File: src/rtl/timer_gpio_nch_if.sv
// ---------------------------------------------------------------------------
// timer_gpio_nch_if
//   Synchronous configuration bus for the N-channel timer/GPIO block.
//
//   Signals:
//     wr_en  - one-cycle register write strobe
//     rd_en  - one-cycle register read strobe
//     addr   - {channel, reg[2:0]}
//     wdata  - write data
//     rdata  - read data, registered, valid the cycle after rd_en
//
//   Modports:
//     master - bus driver (CPU side / testbench)
//     slave  - peripheral side
// ---------------------------------------------------------------------------
interface timer_gpio_nch_if #(
    parameter int AW = 5,
    parameter int CW = 16
);
    logic          wr_en;
    logic          rd_en;
    logic [AW-1:0] addr;
    logic [CW-1:0] wdata;
    logic [CW-1:0] rdata;

    modport master (output wr_en, output rd_en, output addr, output wdata, input rdata);
    modport slave  (input wr_en, input rd_en, input addr, input wdata, output rdata);
endinterface

File: src/rtl/timer_gpio_nch.sv
// ---------------------------------------------------------------------------
// timer_gpio_nch
//   Parametrised N-channel timer/GPIO peripheral. Each channel has a period,
//   a compare value and a mode (off, one-shot, toggle, PWM) and drives one
//   registered output pin. A shared prescaler produces the count tick.
//
//   Ports:
//     clk     - system clock, rising edge
//     reset   - asynchronous, active-high reset
//     bus     - register bus (timer_gpio_nch_if.slave)
//     pin_in  - capture inputs, NCH bits (only with TIMER_GPIO_CAPTURE_EN)
//     pin     - channel output pins, registered
//     irq     - OR over channels of (status & irq_en)
//
//   Register map per channel (addr[2:0]):
//     0 CTRL    [1:0] mode, [2] enable, [3] irq_en; a write restarts the channel
//     1 PERIOD
//     2 COMPARE
//     3 COUNT   (read-only)
//     4 STATUS  [0] wrap, [1] capture; write-1-to-clear
//     5 CAPTURE (read-only)
//     6,7       read 0, writes ignored
//
//   Optional feature macro: TIMER_GPIO_CAPTURE_EN
//     Defined   : adds pin_in with 2-flop synchronisers and input capture.
//     Undefined : no pin_in port, CAPTURE reads 0, STATUS.capture stays 0.
// ---------------------------------------------------------------------------
module timer_gpio_nch #(
    parameter int NCH   = 4,
    parameter int CW    = 16,
    parameter int PRESC = 10,
    parameter int AW    = $clog2(NCH) + 3
) (
    input  logic              clk,
    input  logic              reset,
    timer_gpio_nch_if.slave   bus,
`ifdef TIMER_GPIO_CAPTURE_EN
    input  logic [NCH-1:0]    pin_in,
`endif
    output logic [NCH-1:0]    pin,
    output logic              irq
);

    typedef enum logic [1:0] {
        MODE_OFF     = 2'd0,
        MODE_ONESHOT = 2'd1,
        MODE_TOGGLE  = 2'd2,
        MODE_PWM     = 2'd3
    } mode_e;

    localparam logic [2:0] REG_CTRL    = 3'd0;
    localparam logic [2:0] REG_PERIOD  = 3'd1;
    localparam logic [2:0] REG_COMPARE = 3'd2;
    localparam logic [2:0] REG_COUNT   = 3'd3;
    localparam logic [2:0] REG_STATUS  = 3'd4;
    localparam logic [2:0] REG_CAPTURE = 3'd5;

    localparam int CHW = (NCH > 1) ? $clog2(NCH) : 1;
    localparam int PW  = (PRESC > 1) ? $clog2(PRESC) : 1;

    // ------------------------------------------------------------------
    // Address decode
    // ------------------------------------------------------------------
    logic [CHW-1:0] sel_ch;
    logic [2:0]     sel_reg;
    logic           sel_ok;

    always_comb begin
        sel_reg = bus.addr[2:0];
        // Shifting rather than slicing keeps NCH=1 (no channel bits) legal.
        sel_ch  = CHW'(bus.addr >> 3);
        sel_ok  = (int'(sel_ch) < NCH);
    end

    // ------------------------------------------------------------------
    // Shared prescaler
    // ------------------------------------------------------------------
    logic [PW-1:0] presc_q;
    logic          tick;

    assign tick = (presc_q == PW'(PRESC - 1));

    // NOTE: sequential state uses non-blocking assignments so every flop
    // samples pre-edge values regardless of process ordering.
    always_ff @(posedge clk or posedge reset) begin
        if (reset) begin
            presc_q <= '0;
        end else if (tick) begin
            presc_q <= '0;
        end else begin
            presc_q <= presc_q + 1'b1;
        end
    end

    // ------------------------------------------------------------------
    // Capture input synchronisers (optional)
    // ------------------------------------------------------------------
`ifdef TIMER_GPIO_CAPTURE_EN
    logic [NCH-1:0] sync1_q, sync2_q, hist_q;
    logic [NCH-1:0] cap_rise;

    always_ff @(posedge clk or posedge reset) begin
        if (reset) begin
            sync1_q <= '0;
            sync2_q <= '0;
            hist_q  <= '0;
        end else begin
            sync1_q <= pin_in;
            sync2_q <= sync1_q;
            hist_q  <= sync2_q;
        end
    end

    // Edge detect on the synchronised value; hist_q is only the previous sample.
    assign cap_rise = sync2_q & ~hist_q;
`endif

    // ------------------------------------------------------------------
    // Per-channel state, exported as arrays for the read mux and irq
    // ------------------------------------------------------------------
    logic [NCH-1:0] pin_v, irq_en_v, st_wrap_v, st_cap_v;
    logic [3:0]     ctrl_a    [NCH];
    logic [CW-1:0]  period_a  [NCH];
    logic [CW-1:0]  compare_a [NCH];
    logic [CW-1:0]  count_a   [NCH];
    logic [CW-1:0]  capture_a [NCH];

    for (genvar g = 0; g < NCH; g++) begin : g_ch
        mode_e         mode_r;
        logic          en_r, irq_en_r, pin_r, st_wrap_r, st_cap_r;
        logic [CW-1:0] period_r, compare_r, count_r, capture_r;
        logic          hit, ctrl_wr, period_wr, compare_wr, status_wr;
        logic          active, wrap_evt;

        always_comb begin
            hit        = bus.wr_en && sel_ok && (int'(sel_ch) == g);
            ctrl_wr    = hit && (sel_reg == REG_CTRL);
            period_wr  = hit && (sel_reg == REG_PERIOD);
            compare_wr = hit && (sel_reg == REG_COMPARE);
            status_wr  = hit && (sel_reg == REG_STATUS);
            active     = en_r && (mode_r != MODE_OFF) && (period_r != '0);
            // >= so that lowering PERIOD below the count forces a wrap.
            // A CTRL write in the same cycle restarts the channel instead.
            wrap_evt   = tick && active && (count_r >= period_r) && !ctrl_wr;
        end

        // NOTE: asynchronous active-high reset clears every flop here,
        // including the configuration registers.
        always_ff @(posedge clk or posedge reset) begin
            if (reset) begin
                mode_r    <= MODE_OFF;
                en_r      <= 1'b0;
                irq_en_r  <= 1'b0;
                period_r  <= '0;
                compare_r <= '0;
                count_r   <= '0;
                pin_r     <= 1'b0;
                st_wrap_r <= 1'b0;
            end else begin
                if (ctrl_wr) begin
                    mode_r   <= mode_e'(bus.wdata[1:0]);
                    en_r     <= bus.wdata[2];
                    irq_en_r <= bus.wdata[3];
                    count_r  <= '0;
                    pin_r    <= 1'b0;
                end else if (period_r == '0) begin
                    count_r <= '0;
                    pin_r   <= 1'b0;
                end else if (!en_r || (mode_r == MODE_OFF)) begin
                    pin_r <= 1'b0;
                end else if (tick) begin
                    count_r <= wrap_evt ? '0 : count_r + 1'b1;
                    // Pin reflects the count seen in this tick (pre-advance).
                    unique case (mode_r)
                        MODE_ONESHOT: begin
                            pin_r <= !wrap_evt;
                            if (wrap_evt) en_r <= 1'b0;
                        end
                        MODE_TOGGLE:  if (wrap_evt) pin_r <= ~pin_r;
                        MODE_PWM:     pin_r <= (count_r < compare_r);
                        default:      pin_r <= 1'b0;
                    endcase
                end

                if (period_wr)  period_r  <= bus.wdata;
                if (compare_wr) compare_r <= bus.wdata;

                // Set beats a simultaneous write-1-to-clear.
                st_wrap_r <= wrap_evt | (st_wrap_r & ~(status_wr & bus.wdata[0]));
            end
        end

`ifdef TIMER_GPIO_CAPTURE_EN
        logic cap_evt;
        assign cap_evt = cap_rise[g] && en_r;

        always_ff @(posedge clk or posedge reset) begin
            if (reset) begin
                capture_r <= '0;
                st_cap_r  <= 1'b0;
            end else begin
                // count_r is the pre-wrap value if a wrap lands in this cycle.
                if (cap_evt) capture_r <= count_r;
                st_cap_r <= cap_evt | (st_cap_r & ~(status_wr & bus.wdata[1]));
            end
        end
`else
        assign capture_r = '0;
        assign st_cap_r  = 1'b0;
`endif

        assign pin_v[g]     = pin_r;
        assign irq_en_v[g]  = irq_en_r;
        assign st_wrap_v[g] = st_wrap_r;
        assign st_cap_v[g]  = st_cap_r;
        assign ctrl_a[g]    = {irq_en_r, en_r, mode_r};
        assign period_a[g]  = period_r;
        assign compare_a[g] = compare_r;
        assign count_a[g]   = count_r;
        assign capture_a[g] = capture_r;
    end

    // ------------------------------------------------------------------
    // Read path
    // ------------------------------------------------------------------
    logic [CW-1:0] rd_val;

    always_comb begin
        // NOTE: default assigned first so no path leaves rd_val unassigned
        // (which would infer a latch).
        rd_val = '0;
        if (sel_ok) begin
            case (sel_reg)
                REG_CTRL:    rd_val = CW'(ctrl_a[sel_ch]);
                REG_PERIOD:  rd_val = period_a[sel_ch];
                REG_COMPARE: rd_val = compare_a[sel_ch];
                REG_COUNT:   rd_val = count_a[sel_ch];
                REG_STATUS:  rd_val = CW'({st_cap_v[sel_ch], st_wrap_v[sel_ch]});
                REG_CAPTURE: rd_val = capture_a[sel_ch];
                default:     rd_val = '0;
            endcase
        end
    end

    // rdata holds its value between reads.
    always_ff @(posedge clk or posedge reset) begin
        if (reset) begin
            bus.rdata <= '0;
        end else if (bus.rd_en) begin
            bus.rdata <= rd_val;
        end
    end

    assign pin = pin_v;
    assign irq = |((st_wrap_v | st_cap_v) & irq_en_v);

endmodule

File: src/flat_wrapper.sv
// flat-port wrapper written by rule: the top's interface ports become plain ports
module timer_gpio_nch_flat 
#(
    parameter int NCH   = 4,
    parameter int CW    = 16,
    parameter int PRESC = 10,
    parameter int AW    = $clog2(NCH) + 3
)
  (clk, reset, pin, irq, bus_wr_en, bus_rd_en, bus_addr, bus_wdata, bus_rdata);
  timer_gpio_nch_if #(.AW(AW), .CW(CW)) bus_i ();
  input  logic clk;
  input  logic reset;
  output logic [NCH-1:0] pin;
  output logic irq;
  input wire logic [$bits(bus_i.wr_en)-1:0] bus_wr_en;
  input wire logic [$bits(bus_i.rd_en)-1:0] bus_rd_en;
  input wire logic [$bits(bus_i.addr)-1:0] bus_addr;
  input wire logic [$bits(bus_i.wdata)-1:0] bus_wdata;
  output wire logic [$bits(bus_i.rdata)-1:0] bus_rdata;
  assign bus_i.wr_en = bus_wr_en;
  assign bus_i.rd_en = bus_rd_en;
  assign bus_i.addr = bus_addr;
  assign bus_i.wdata = bus_wdata;
  assign bus_rdata = bus_i.rdata;
  timer_gpio_nch #(.NCH(NCH), .CW(CW), .PRESC(PRESC), .AW(AW)) u_core (.clk(clk), .reset(reset), .bus(bus_i), .pin(pin), .irq(irq));
endmodule
File: config.mk
export PLATFORM = sky130hd
export DESIGN_NAME = timer_gpio_nch_flat
export DESIGN_NICKNAME = d
export VERILOG_FILES = /design/src/rtl/timer_gpio_nch_if.sv /design/src/rtl/timer_gpio_nch.sv /design/src/flat_wrapper.sv
export SDC_FILE = /design/constraint.sdc
export NUM_CORES = 1
export LEC_CHECK = 0
export ABC_AREA = 1
export CORE_AREA = 3 3 187 171
export CTS_BUF_LIST = sky130_fd_sc_hd__clkbuf_16
export DETAILED_ROUTE_END_ITERATION = 8
export DIE_AREA = 0 0 190 174
export DONT_BUFFER_PORTS = 1
export PLACE_DENSITY_LB_ADDON = 0.15
export SETUP_SLACK_MARGIN = 0.4
export SYNTH_ARGS = -nofsm -noshare
export SYNTH_HDL_FRONTEND = slang
export SYNTH_SLANG_ARGS = --single-unit
File: constraint.sdc
create_clock -name clk -period 7.75 [get_ports clk]
set_clock_uncertainty 0.1 [all_clocks]
set_input_delay 0.775 -clock clk [delete_from_list [all_inputs] [get_ports clk]]
set_output_delay 0.775 -clock clk [all_outputs]
set_load 0.01 [all_outputs]
; Yosys cells after proc, flatten, opt, wreduce, memory -nomap -nowiden
; Cells that the tools add are included.
[word_totals]
inputBits = 25
wordCells = 304
out_inout_bits = 21
reg_bits = 236
[classes]
order_cmp = 10
n_addsub = 5
n_reduce_logical = 107
n_eq_ne = 37
bitwise_logic = 22
muxes = 89
[op_table]
columns = op, n
row1 = $mux W16, 28
row2 = $bmux W16 S2, 4
row3 = $pmux W16 S6, 1
row4 = $add A16 B1 Y16 const B, 4
row5 = $ge A16 B16 Y1, 4
row6 = $logic_not A16 Y1, 4
row7 = $lt A16 B16 Y1, 4
row8 = $reduce_bool A16 Y1, 4
row9 = $mux W1, 46
row10 = $logic_and A1 B1 Y1, 40
row11 = $reduce_bool A2 Y1, 16
row12 = $eq A2 B2 Y1 const B, 10
row13 = $ne A5 B1 Y1 const B, 4
row14 = $reduce_and A5 Y1, 4
row15 = $ne A2 B1 Y1 const B, 8
row16 = $reduce_and A2 Y1, 8
row17 = $reduce_bool A4 Y1, 4
row18 = $logic_not A1 Y1, 12
row19 = $mux W4, 3
row20 = $ne A3 B1 Y1 const B, 4
row21 = $pmux W1 S3, 4
row22 = $reduce_bool A3 Y1, 4
row23 = $eq A2 B1 Y1 const B, 5
row24 = $logic_not A2 Y1, 5
row25 = 17 further kinds, 40

; Logic depth before layout (Yosys ltp)
; Gate-level depths: netlist of the first run.
[depth]
ltp_word = 12
ltp_mapped = 16
depth_no_buf = 16

; Worst setup path before layout of the first run
; No wires, ideal clock.
[synth_path]
kind = in2reg
startpoint = input bus_addr[4]
endpoint = register u_core.bus.rdata[8]
arrival_time_ns = 1.969
cell_stages = 8
required_ns = 7.525
n_path_buf = 3
path_slack_ns = 5.557
setup_ns = 0.125
path_cell_list = buf_4 > nand2_2 > buf_2 > buf_2 > o22ai_1 > o21ai_0 > nand3_1 > mux2_2
[synth_between]
elab_chain_len = 5
elab_cells_between_ends = 14
classes_between = mux (13) / bitwise (1)
[synth_rtl]
columns = item, line
row1 = from (decl), flat_wrapper.sv:17  ; input wire logic [$bits(bus_i.addr)-1:0] bus_addr;
row2 = $not A2 Y3 (not written as such) *, --
row3 = "$bmux W16 S2, on equally long branches", --
row4 = "$mux W16, on equally long branches (2 in a row)", --
row5 = $pmux W16 S6 *, timer_gpio_nch.sv:233  ; case (sel_reg)
row6 = to (signal assigned), timer_gpio_nch.sv:250  ; bus.rdata <= rd_val;
row7 = to (decl), timer_gpio_nch_if.sv:27  ; modport slave (input wr_en, input rd_en, input addr, input wdata, output rdata);
; Mark *: on every way between the ends. The rest lies on a longest branch, timed or not. The select of a mux whose other input is x is not followed.
; A chain may end at the register's enable or synchronous reset.

; Final worst setup path of the first run
[layout_path]
startpoint = register u_core.g_ch[0].count_r[13]
endpoint = register u_core.g_ch[0].count_r[3]
[layout_between]
elab_chain_len = 8
[layout_rtl]
columns = item, line
row1 = from (decl), timer_gpio_nch.sv:131  ; logic [CW-1:0] period_r, compare_r, count_r, capture_r;
row2 = from (signal assigned), timer_gpio_nch.sv:172  ; count_r <= wrap_evt ? '0 : count_r + 1'b1;
row3 = $ge A16 B16 Y1, timer_gpio_nch.sv:144  ; wrap_evt = tick && active && (count_r >= period_r) && !ctrl_wr;
row4 = $logic_and A1 B1 Y1 (2 in a row), timer_gpio_nch.sv:144
row5 = $mux W16, timer_gpio_nch.sv:172
row6 = $mux W16, timer_gpio_nch.sv:171  ; end else if (tick) begin
row7 = $mux W16, timer_gpio_nch.sv:169  ; end else if (!en_r || (mode_r == MODE_OFF)) begin
row8 = $mux W16, timer_gpio_nch.sv:166  ; end else if (period_r == '0) begin
row9 = $mux W16, timer_gpio_nch.sv:160  ; if (ctrl_wr) begin
; No other way between the ends. The select of a mux whose other input is x is not followed.

==> flow_summary.yaml, run 1 <==
outcome:
  status: "finished with violations"
  violations: "design-rule violations"
clock_tree:
  post_cts_buffers: 0
  clockBufferDepth: 3
  cts-buffers-inserted: 27
  cts.reportedPaths.clkPinSlew_ns: 0.06
  cts_hold_buf: 0
  cts-resized-gates: 0
  h-tree-depth: 1
  cts_tree: "yes"
  insertion_delay_ns: 0.54
  cts_root_buf: "clkbuf_16"
  clock-sinks: 236
placement:
  placed_area_mm2: 0.0153
  place.gp.congestion: 0.919
  hpwlAfterDp_mm: 34.5
  portBuffers: 0
  place_ws_ns: 4.53
global_routing:
  grtUsageTotal: 0.275
  antenna_found_initial: 3
  gr-usage-met1: 0.411
  busiest_layer: "met2"
  grt_pass1_wl_mm: 71.8
  grt_start_max_net_pins: 121
  grt_pass1_vias: 12500
  use_met3: 0.0385
  grt-ovfl-total: 0
  grtUsageMet2: 0.420
timing:
  slew_headroom: 0.289
  timing.final.hold_violations: 0
  setup_viol: 0
  finalCritPeriodShare: 0.367
  fmax_mhz: 351
  finalMaxSlewViolations: 0
  post-route-min-period_ns: 2.85
  rsz0062_at_grt: "false"
  worstMarginPinSlew_ns: 1.06
  fin_setup_tns_ns: 0
  timing.final.ws_setup_ns: 4.90
  holdWs_ns: 0.126
synth:
  yosys.area.top_type: "dfrtp_1"
  synth_seq_cells: 236
  netlist.area_leader.share: 0.395
  syn_inst: 1967
  async_flop_share: 1.00
  synth_area_mm2: 0.0150
  synth_area_per_cell_um2: 7.61
  synth_seq_area_share: 0.395
  synth-edff-count: 0
  synth_area_leaders: "dfrtp_1 39%, nand2_1 11%, ha_1 11%"
  ys.flop_type: "dfrtp_1"
  syn-num-nets: 2120
  ys_types: 42
  yosysWarnings: 0
min_path:
  hold_class: "input port to asynchronous set/reset pin"
power:
  sw_frac_of_total: 0.350
  seq_power_share: 0.412
  leakage_uw: 0.00786
  intPower_uw: 2450
  p_clk_frac: 0.341
  p_per_area_mw_per_mm2: 234
  p_switching_uw: 1320
  combinationalPowerShare: 0.248
  ir_worst_vdd_uv: 175
critical_path:
  crit_path_end_kind: "flip-flop"
  worstSetupPathType: "flip-flop to flip-flop"
  slowest_delay_ns: 0.47
  path_cells: "ha_1, nand4_1, nor3_1, nand3_1, nand2_1, nand2_1, nand2_1, inv_1, nand2_1, o22ai_1"
  cp.arrival_ns: 3.16
  cpMostUsedCell: "nand2_1"
  startpoint_type: "flip-flop"
  worstPathMaxFanout: 12
  crit_buf_inv: 1
  cpMaxStageDelayCell: "nor3_1"
  required_ns: 8.06
  path_delay_family: "simple AND/OR/NAND/NOR gates"
die:
  fp.dieH_um: 174
  rows: 60
  core-area_mm2: 0.0300
  ioPinCount: 46
  initial_core_util: 0.500
  dieArea_mm2: 0.0331
  die_x_um: 190
cells_and_area:
  mostFrequentLayoutCells: "435 x nand2_1, 311 x o21ai_0, 292 x inv_1"
  antenna_cells: 0
  layout-drive-gt1-share: 0.0520
  layout_commonest_cell: "nand2_1"
  fillers: 2902
  design_area_mm2: 0.0161
  areaGrowthSynthToFinish_pct: 7.82
  nNetsFinal: 2093
drt:
  drt_pass1_iterations: 8
  viasPerCell: 5.64
  postRouteWirelength_mm: 45.9
  ant_nets: 0
  wl_per_cell_um: 19.4
  drt_iter0_drc: 1372
  drcViolationCount: 1
  via_count: 13300
run:
  maxCapViolations: 0
==> final timing paths <==
kind | slack [ns] | to | depth (start not counted) | startpoint
worst max-delay path | 4.90 | u_core.g_ch[0].count_r[3] | 10 | u_core.g_ch[0].count_r[13]
min in group clk | 0.24 | u_core.bus.rdata[0] | 1 | bus_rd_en
worst min register to register | 0.38 | u_core.g_ch[0].compare_r[7] | 2 | u_core.g_ch[0].compare_r[7]
worst min-delay path | 0.13 | u_core.g_ch[2].compare_r[13] | 1 | reset
worst max register to register | 4.90 | u_core.g_ch[0].count_r[3] | 10 | u_core.g_ch[0].count_r[13]
max in group asynchronous | 5.92 | u_core.g_ch[2].count_r[15] | 2 | reset
==> cell families after synthesis <==
group,share of synthesized area
AOI/OAI and AO/OA,0.172
xor gates and xnor gates,0.0146
adders and majority gates,0.107
buffers and inverters,0.0947
DFF,0.395
muxes,0.0113
and+or+nand+nor,0.206
==> worst reg2reg max path, cell delays in order, from the launching register on <==
cell and delay (ns):
dfrtp_1 0.44, ha_1 0.34, nand4_1 0.14, nor3_1 0.47, nand3_1 0.13, nand2_1 0.15
nand2_1 0.12, nand2_1 0.43, inv_1 0.15, nand2_1 0.16, o22ai_1 0.09
==> flip-flops by register name (all words and copies together) (netlist names) <==
| signal | cells |
|---|---|
| u_core.g_ch.mode_r | 8 |
| u_core.g_ch.compare_r | 64 |
| u_core.g_ch.period_r | 64 |
| u_core.g_ch.pin_r | 4 |
| u_core.presc_q | 4 |
| u_core.g_ch.st_wrap_r | 4 |
| u_core.g_ch.irq_en_r | 4 |
| u_core.g_ch.en_r | 4 |
| u_core.g_ch.count_r | 64 |
| u_core.bus.rdata | 16 |
==> per-stage QoR <==
| step | cells | power, µW | util |
|---|---|---|---|
| 4_1_cts | 2363 | 3780 | 0.539 |
| 5_1_grt | 2363 | 4010 | 0.539 |
| 3_3_place_gp | 2314 | 2460 | 0.510 |
| 6_report | 2363 | 3780 | 0.539 |
| 2_1_floorplan | 1967 | 2210 | - |
| 3_5_place_dp | 2314 | 2490 | 0.510 |
==> power groups by stage <==
stage / Combinational, µW / Clock (µW) / Sequential [µW]
CTS: 928 / 1300 / 1550
floorplan: 686 / 0 / 1520
finish: 936 / 1290 / 1560
global route: 1080 / 1350 / 1580
global placement: 891 / 0 / 1570
detailed placement: 922 / 0 / 1570
==> cell usage after synthesis, types with 6 or more instances <==
cell type,instances
inv_2,11
nand2_1,435
o22ai_1,74
nor2_1,100
nand4_1,40
inv_1,291
o21ai_0,311
nor4_1,6
ha_1,128
xor2_1,21
nand3_1,79
nor3_1,28
nor2_4,8
nand2_2,6
clkbuf_1,37
dfrtp_1,236
buf_2,17
a21oi_1,67
mux2_2,15
o21ai_1,10
buf_4,6
==> area by class of cell <==
cell class	instances	area [µm²]	share of cell area
Sequential cell	236	5910	0.366
Clock buffer	27	676	0.0419
Inverter	303	1140	0.0709
Tap cell	403	504	0.0312
Clock inverter	22	201	0.0125
Multi-Input combinational cell	1365	7650	0.474
Timing Repair Buffer	7	52.6	0.00326
==> routing by layer <==
| metal | share of wire | vias to the layer above |
|---|---|---|
| met5 | 0.00078 | - |
| met2 | 0.44 | 511 |
| met4 | 0.026 | 6 |
| met3 | 0.074 | 76 |
| met1 | 0.46 | 6245 |
| li1 | - | 6483 |
(Power assumes the default switching activity.)
==> run 2, diff against run 1 <==
Clock period 7.75 ns to 2.31 ns, I/O delays scaled along.
==> flow_summary.yaml, run 2 (synthesis results as in run 1) <==
clock_tree:
  clock-sinks: 236
  clockBufferDepth: 3
  h-tree-depth: 1
  cts_root_buf: "clkbuf_16"
  insertion_delay_ns: 0.56
  cts_tree: "yes"
  cts-buffers-inserted: 28
  cts.reportedPaths.clkPinSlew_ns: 0.06
cells_and_area:
  layout_commonest_cell: "nand2_1"
  design_area_mm2: 0.0196
  nNetsFinal: 2306
  fin_util: 0.655
  top_regs: "u_core.g_ch.compare_r (64), u_core.g_ch.count_r (64), u_core.g_ch.period_r (64)"
  layout-drive-gt1-share: 0.270
  mostFrequentLayoutCells: "387 x nand2_1, 274 x o21ai_0, 246 x inv_1"
  stdcell_count: 2576
  areaGrowthSynthToFinish_pct: 31.1
critical_path:
  regToRegSetupSlack_ns: 0.20
  required_ns: 2.63
  startpoint_type: "flip-flop"
  crit_start: "u_core.g_ch[2].count_r[2]"
  worstReg2RegEnd: "u_core.g_ch[2].count_r[13]"
  reg2regPathDepth: 12
  worstPathMaxFanout: 6
  crit_path_end_kind: "flip-flop"
  cp.arrival_ns: 2.42
  r2r-start: "u_core.g_ch[2].count_r[2]"
  worstSetupPathType: "flip-flop to flip-flop"
power:
  ir_worst_vdd_uv: 617
  sw_frac_of_total: 0.358
  seq_power_share: 0.367
  intPower_uw: 9130
  combinationalPowerShare: 0.324
  leakage_uw: 0.00927
  p_switching_uw: 5090
  p_per_area_mw_per_mm2: 725
  p_clk_frac: 0.309
min_path:
  hold_start: "bus_wr_en"
  hold_class: "input port to flip-flop"
  min_path_cells: 3
  hold_end: "u_core.g_ch[2].st_wrap_r"
timing:
  rsz0062_at_grt: "true"
  finalCritPeriodShare: 0.912
  worstMarginPinSlew_ns: 0.979
  setup_viol: 0
  timing.final.hold_violations: 1
  post-route-min-period_ns: 2.11
  fmax_mhz: 475
  slew_headroom: 0.345
  timing.final.ws_setup_ns: 0.204
  finalMaxSlewViolations: 0
  holdWs_ns: -0.0209
placement:
  placed_cells: 2404
  placed_area_mm2: 0.0160
  place.gp.congestion: 0.993
  portBuffers: 0
  hpwlAfterDp_mm: 36.8
  place_ws_ns: -0.0189
die:
  dieArea_mm2: 0.0331
  rows: 60
  core-area_mm2: 0.0300
  fp.dieH_um: 174
  initial_core_util: 0.500
  ioPinCount: 46
  die_x_um: 190
drt:
  drt_iter0_drc: 1316
  viasPerCell: 5.68
  ant_nets: 0
  wl_per_cell_um: 20.4
  drcViolationCount: 0
  via_count: 14600
  drt_pass1_iterations: 5
  postRouteWirelength_mm: 52.5
global_routing:
  grt_start_max_net_pins: 67
  grtUsageTotal: 0.302
  antenna_found_initial: 3
  grt-ovfl-total: 0
  grt_pass1_wl_mm: 78.0
  grt_pass1_vias: 13700
run:
  maxCapViolations: 0
outcome:
  violations: "negative hold slack"
  status: "finished with violations"
-- run 2: cell types whose count changed in the layout (fill, tap and decap cells not counted), sizes merged --
cell         before  now
dlygate4sd3       0   25
clkbuf           27   29
inv             305  309
diode             0    1
buf               7  194
clkinvlp          5    2
clkinv           12    9
-- run 2: critical path: stages, from the launching register on --
cell,delay [ns]
dfrtp_1,0.35
buf_4,0.16
nand3_1,0.15
nor2_1,0.15
nand2_1,0.12
nor2_2,0.17
nand3_1,0.11
nor2_1,0.12
nand2_1,0.10
nor2_2,0.17
a21oi_1,0.09
o21ai_1,0.10
nand2_1,0.10
-- run 2: area by class of cell --
class	count	area (µm²)
fill	2505	10300
multi-input combinational	1365	9200
sequential	236	5930
timing repair buffer	219	1920
inverter	303	1160
clock buffer	29	726
tap	403	504
clock inverter	20	169
antenna	1	2.50
-- run 2: metal layers --
layer	up-vias	track usage	part of all wire
met1	6973	0.436	0.44
met4	4	0.103	0.037
met2	606	0.455	0.44
met3	122	0.0553	0.077
li1	6924	-	-
met5	-	0	0.00057
-- run 2: through the flow --
step | TNS (ns) | hold WS, ns | total power (µW)
finish | 0 | -0.0209 | 14200
global route | 0 | 0.00271 | 15000
CTS | 0 | 0.000859 | 13400
detailed placement | -0.0318 | 0.0510 | 8560
global placement | -0.00306 | 0.0442 | 8470
floorplan | -262.64 | 0.252 | 7420
-- run 2: worst max-delay path by stage --
stage          cells past startpoint                          to  slack, ns
4_1_cts                           14   u_core.g_ch[2].count_r[2]       0.30
6_report                          12  u_core.g_ch[2].count_r[13]       0.20
3_5_place_dp                       9   u_core.g_ch[1].count_r[8]      -0.02
3_3_place_gp                       9   u_core.g_ch[1].count_r[8]     -0.003
5_1_grt                           12  u_core.g_ch[2].count_r[13]       0.15
2_1_floorplan                      1         u_core.bus.rdata[0]      -1.11
-- run 2: repair_timing --
item,CTS,global route
resized for setup,196,240
hold buffers,25,0
setup endpoints to repair,72,77
pin swaps,49,78
buffers inserted,57,37
hold endpoints to repair,349,0
cloned,2,1
-- run 2: power groups by stage --
stage | Sequential (µW) | Clock, µW | Combinational [µW]
2_1_floorplan | 5120 | 0 | 2300
3_3_place_gp | 5200 | 0 | 3280
3_5_place_dp | 5210 | 0 | 3350
4_1_cts | 5160 | 4440 | 3850
5_1_grt | 5280 | 4620 | 5090
6_report | 5210 | 4400 | 4610
